**src/rtl/exception_request_gen.sv**
```systemverilog
// rtl/exception_request_gen.sv - debounced one-hot exception request source for CP0
//
// Turns three raw, bouncy request inputs into clean one-hot expsrc0..2 requests and
// handshakes with CP0: has_exp takes the request, is_eret ends the handler.
// Only one request is in flight at a time; source 0 has the highest priority.
//
// Optional feature macro: EXP_REQ_CNT_EN adds o_req_cnt, the per-source counts of
// taken requests (11 bits each, saturating at 2047).
//
// Ports:
//   i_clk         system clock, all state updates on posedge
//   i_reset       asynchronous, active-high reset
//   i_src_in[2:0] raw request inputs, asynchronous to i_clk; bit i -> o_expsrc i
//   i_has_exp     CP0 took the exception (acknowledge)
//   i_is_eret     eret executing (handler finished)
//   i_exp_block   exceptions masked
//   o_expsrc0..2  registered one-hot requests (0 = highest priority)
//   o_pending     latched requests not yet taken
//   o_busy        request outstanding or handler running
//   o_req_cnt     {cnt2,cnt1,cnt0} taken-request counts (EXP_REQ_CNT_EN only)

module exception_request_gen #(
    parameter int DEBOUNCE_CYCLES = 16,
    parameter int CNT_W           = 5
) (
    input  logic       i_clk,
    input  logic       i_reset,
    input  logic [2:0] i_src_in,
    input  logic       i_has_exp,
    input  logic       i_is_eret,
    input  logic       i_exp_block,
    output logic       o_expsrc0,
    output logic       o_expsrc1,
    output logic       o_expsrc2,
    output logic [2:0] o_pending,
    output logic       o_busy
`ifdef EXP_REQ_CNT_EN
    ,
    output logic [32:0] o_req_cnt
`endif
);

    typedef enum logic [1:0] {
        ST_IDLE    = 2'd0,
        ST_REQ     = 2'd1,
        ST_SERVICE = 2'd2
    } state_t;

    localparam logic [CNT_W-1:0] LP_CNT_LAST = CNT_W'(DEBOUNCE_CYCLES - 1);

    logic [2:0]       r_sync1;
    logic [2:0]       r_sync2;
    logic [2:0]       r_db;
    logic [2:0]       r_db_d;
    logic [CNT_W-1:0] r_cnt [3];
    logic [2:0]       r_pending;
    logic [2:0]       r_expsrc;
    logic [1:0]       r_sel;
    state_t           r_state;

    logic [2:0]       w_rise;
    logic [2:0]       w_clr;
    logic [1:0]       w_first;
    logic             w_take;

    // Synchronizer and per-bit debounce. The counter tracks how many consecutive
    // cycles the synchronized input has disagreed with the accepted level; any
    // agreeing cycle restarts it, so short pulses never reach r_db.
    always_ff @(posedge i_clk or posedge i_reset) begin
        if (i_reset) begin
            r_sync1 <= '0;
            r_sync2 <= '0;
            r_db    <= '0;
            r_db_d  <= '0;
            for (int i = 0; i < 3; i++) begin
                r_cnt[i] <= '0;
            end
        end else begin
            r_sync1 <= i_src_in;
            r_sync2 <= r_sync1;
            r_db_d  <= r_db;
            for (int i = 0; i < 3; i++) begin
                if (r_sync2[i] == r_db[i]) begin
                    r_cnt[i] <= '0;
                end else if (r_cnt[i] == LP_CNT_LAST) begin
                    r_cnt[i] <= '0;
                    r_db[i]  <= r_sync2[i];
                end else begin
                    r_cnt[i] <= r_cnt[i] + 1'b1;
                end
            end
        end
    end

    // Only rising debounced edges raise requests; a held input is one request.
    assign w_rise = r_db & ~r_db_d;

    always_comb begin
        w_first = 2'd2;
        if (r_pending[0]) begin
            w_first = 2'd0;
        end else if (r_pending[1]) begin
            w_first = 2'd1;
        end
    end

    // exp_block has priority over has_exp while a request is presented.
    assign w_take = (r_state == ST_REQ) && !i_exp_block && i_has_exp;
    assign w_clr  = w_take ? (3'b001 << r_sel) : 3'b000;

    always_ff @(posedge i_clk or posedge i_reset) begin
        if (i_reset) begin
            r_state   <= ST_IDLE;
            r_sel     <= '0;
            r_expsrc  <= '0;
            r_pending <= '0;
        end else begin
            // A new edge on the bit being taken in this cycle survives the clear.
            r_pending <= (r_pending & ~w_clr) | w_rise;
            case (r_state)
                ST_IDLE: begin
                    if ((|r_pending) && !i_exp_block) begin
                        r_sel    <= w_first;
                        r_expsrc <= 3'b001 << w_first;
                        r_state  <= ST_REQ;
                    end
                end
                ST_REQ: begin
                    if (i_exp_block) begin
                        r_expsrc <= '0;
                        r_state  <= ST_IDLE;
                    end else if (i_has_exp) begin
                        r_expsrc <= '0;
                        r_state  <= ST_SERVICE;
                    end
                end
                ST_SERVICE: begin
                    r_expsrc <= '0;
                    if (i_is_eret) begin
                        r_state <= ST_IDLE;
                    end
                end
                default: begin
                    r_expsrc <= '0;
                    r_state  <= ST_IDLE;
                end
            endcase
        end
    end

    assign o_expsrc0 = r_expsrc[0];
    assign o_expsrc1 = r_expsrc[1];
    assign o_expsrc2 = r_expsrc[2];
    assign o_pending = r_pending;
    assign o_busy    = (r_state != ST_IDLE);

`ifdef EXP_REQ_CNT_EN
    logic [10:0] r_req_cnt [3];

    always_ff @(posedge i_clk or posedge i_reset) begin
        if (i_reset) begin
            for (int i = 0; i < 3; i++) begin
                r_req_cnt[i] <= '0;
            end
        end else if (w_take && (r_req_cnt[r_sel] != 11'h7FF)) begin
            r_req_cnt[r_sel] <= r_req_cnt[r_sel] + 11'd1;
        end
    end

    assign o_req_cnt = {r_req_cnt[2], r_req_cnt[1], r_req_cnt[0]};
`endif

endmodule
```
**config.mk**
```make
export PLATFORM = sky130hd
export DESIGN_NAME = exception_request_gen
export DESIGN_NICKNAME = d
export VERILOG_FILES = /design/src/rtl/exception_request_gen.sv
export SDC_FILE = /design/constraint.sdc
export NUM_CORES = 1
export LEC_CHECK = 0
export BUFFER_PORTS_ARGS = -buffer_cell sky130_fd_sc_hd__buf_2
export CORE_AREA = 4 4 52 59
export DETAILED_ROUTE_END_ITERATION = 10
export DIE_AREA = 0 0 56 63
export PLACE_DENSITY_LB_ADDON = 0.15
export REMOVE_ABC_BUFFERS = 1
export SYNTH_ARGS = -nofsm -noshare
export SYNTH_HDL_FRONTEND = slang
export SYNTH_SLANG_ARGS = --single-unit
```
**constraint.sdc**
```tcl
create_clock -name i_clk -period 2.4 [get_ports i_clk]
set_input_delay 0.12 -clock i_clk [delete_from_list [all_inputs] [get_ports i_clk]]
set_output_delay 0.12 -clock i_clk [all_outputs]
set_load 0.02 [all_outputs]
```
==> impl_metrics.ini <==
[pwr]
power.leakage_nw = 0.8829
p_seq_share_pct = 49.7
power_per_cell_area_nw_per_um2 = 952.4
vdd.ir_drop.worst_v = 0.0006832
comb_power_share_pct = 22.9
share_clk_of_total_power_pct = 27.4
power.share.switching_pct = 31.32
p_int_mw = 1.122
power.net_switching_uw = 511.7

[route]
ant_nets = 0
wire_length_per_cell_um = 11.77
met1Wirelength_um = 933
dr_wl_met3_um = 97
remaining_drc_errors = 0
drtPass1Iterations = 2
overall_via_count_from_detail_route = 936
met2RoutedLength_um = 1054
drt-total-wl_um = 2131
dr.max_layer_used = met4
via_per_inst = 5.171
dr.first_iter.drc_count = 8

[cts]
cts-buffers-inserted = 5
cts.reportedPaths.clkPinSlew_ns = 0.11
cell_chosen_for_the_clock_root = clkbuf_4
tritoncts = yes
cts-root-to-sink-buffers = 2
cts_max_level = 2
post_cts_buffers = 0
cts_resized = 0
clkSinkCount = 37
worst_skew_pair.late_latency_ns = 0.33

[status]
status = finished clean

[synthesis]
synthArstFlopShare_pct = 100.0
synthTopCellsByCount = 37 x dfrtp_1, 13 x nor2_1, 10 x o21ai_1
syn-instance-count = 121
yosys.area.top_type_share_pct = 63.74
yosys_register_bits = 37
yosys_most_used_dff = dfrtp_1
yosysSeqAreaShare_pct = 63.74
synth_enable_flop_cells = 0
yosysMostFrequentCell = dfrtp_1
top_cells_by_area_in_the_synthesized_netlist = dfrtp_1 64%, xor2_1 5.4%, o21ai_1 3.4%, nor2_1 3.4%, ha_1 2.6%
synth_top_cell_by_area = dfrtp_1
synthDistinctLibCells = 26
yosys_warnings = 0
synthesis.area_per_instance_sq_um = 12.01
post_synth_instance_area_sq_um = 1453

[critical_path]
r2r_setup_slack_ns = 1.10
cp_data_arrival_time_ns = 1.25
regToRegStartpoint = r_cnt[0]
critical_path_required_ns = 2.28
startpoint_type = flop
regToRegEndpoint = r_db[2]
timing.setup.critical_path_class = flop to output pin
critical_path_peak_fanout = 6
critical_path.endpoint_type = output pin
rr_worst_depth = 4

[timing]
grt_setup_unrepaired = no
peak_freq_mhz = 730.2
timing_worst_slew_pin_value_ns = 0.6446
timing_hold_violations_final = 0
final.setup.tns_ns = 0
timing.final.crit_period_ns = 1.369
max_clock_skew_ns = 0.01054
finalSetupViolations = 0
finalCritPeriodShare_pct = 57.06
maxSlewHeadroom_pct = 56.98
timing.final.max_slew_violations = 0

[floorplanning]
die_area_sq_um = 3528
die_w_um = 56
design.core.area_sq_um = 2472
initial_core_util_pct = 58.76
die-height_um = 63
floorplan.rows = 19
pin_count = 15

[min_path]
min_to = r_expsrc[2]
hold_path.class = primary input to flop
worstHoldPathCells = 4
worstHoldStart = i_has_exp

[final_layout]
final_cells = 181
final_layout_size_suffix_gt1_share_pct = 18.67
antenna_cells = 0
num-nets-final = 160
areaGrowthSynthToFinish_pct = 18.09

[global_routing]
antenna_found_initial = 0
grt_first_pass_wirelength_um = 4133
vias_in_the_first_global_route = 979
global_router_s_overall_resource_usage_pct = 14.95
grt_remaining_overflow = 0
pin_count_of_the_biggest_net_entering_global_routing = 20

[placed_design]
gp_routability_congestion = 0.7829
port-buffer-count = 14
dpl.cell_count = 168
detailed_place_hpwl_um = 1566

[flow_run]
max_cap_violations = 0
-- cell usage in the layout, fill, tap and decap left out, types with 4 or more instances in the layout --
master / instances
dfrtp_1: 37
buf_2: 14
nor2_1: 13
o21ai_1: 10
xor2_1: 9
inv_1: 8
nand3_1: 7
clkbuf_4: 5
dlygate4sd3_1: 5
nand2_1: 4
and2_1: 4
-- cell type report --
cell class | count | area (sq um)
sequential | 37 | 925.9
clock inverter | 2 | 37.54
inverter | 8 | 30.03
tap | 31 | 38.79
clock buffer | 6 | 51.30
multi-input combinational | 76 | 496.7
timing repair buffer | 21 | 135.1
fill | 202 | 757.0
-- layer usage --
layer / track usage, % / up-vias
li1: - / 465
met5: 0 / -
met1: 18.14 / 448
met2: 23.98 / 17
met3: 3.926 / 6
met4: 8.309 / 0
-- cell families (layout without fill, tap and decap cells) --
kind of cell | after synthesis | in the layout | share of synthesized area, %
AND/OR/NAND/NOR | 42 | 42 | 15.93
adder cells (fa/ha/maj) | 3 | 3 | 2.584
AO/OA/AOI/OAI | 19 | 19 | 7.924
flip-flops | 37 | 37 | 63.74
XOR/XNOR | 9 | 9 | 5.427
multiplexers | 3 | 3 | 2.325
buffers and inverters | 8 | 37 | 2.067
-- state kept, by name, summed over array words and instances (netlist names) --
name       cells
r_sync1        3
r_sync2        3
o_pending      3
r_db           3
r_db_d         3
r_state        2
r_sel          2
r_cnt         15
r_expsrc       3
-- power by group through the flow --
stage          sequential, mW  combinational (mW)  clock [mW]
4_1_cts                 0.811               0.382       0.458
3_3_place_gp            0.818               0.367           0
3_5_place_dp            0.824               0.375           0
5_1_grt                 0.832               0.418       0.493
2_1_floorplan           0.864               0.212           0
6_report                0.812               0.375       0.447
-- stage by stage --
step / setup slack, ns / hold WS [ns] / total power, mW / area [sq um] / util [%]
final: 1.031 / 0.1111 / 1.634 / 1715 / 69.38
after global placement: 1.177 / 0.2277 / 1.186 / 1577 / 63.77
after detailed placement: 1.106 / 0.2300 / 1.199 / 1577 / 63.77
after CTS: 1.023 / 0.09592 / 1.650 / 1715 / 69.38
after global routing: 0.9440 / 0.1020 / 1.744 / 1715 / 69.38
after floorplan: 1.230 / 0.1514 / 1.076 / 1453 / -
-- critical path: stages, from the launching register on --
cell     delay, ns
dfrtp_1       0.44
nor2_1        0.22
inv_1         0.10
buf_2         0.17
-- repair_timing --
action                                  4_1_cts  5_1_grt
hold buffers                                  5        0
endpoints found under the setup margin        0        0
endpoints found under the hold margin        21        0
-- how the worst max path moves through the flow --
stage | start | endpoint | slack (ns)
after CTS | r_state[1] | o_busy | 1.02
after floorplan | o_pending[0] | r_expsrc[2] | 1.23
after global routing | r_state[1] | o_busy | 0.94
final | r_state[0] | o_busy | 1.03
after detailed placement | r_cnt[0] | r_db[2] | 1.11
after global placement | r_cnt[0] | r_db[2] | 1.18
No activity file was read; power rests on OpenSTA's default activity.
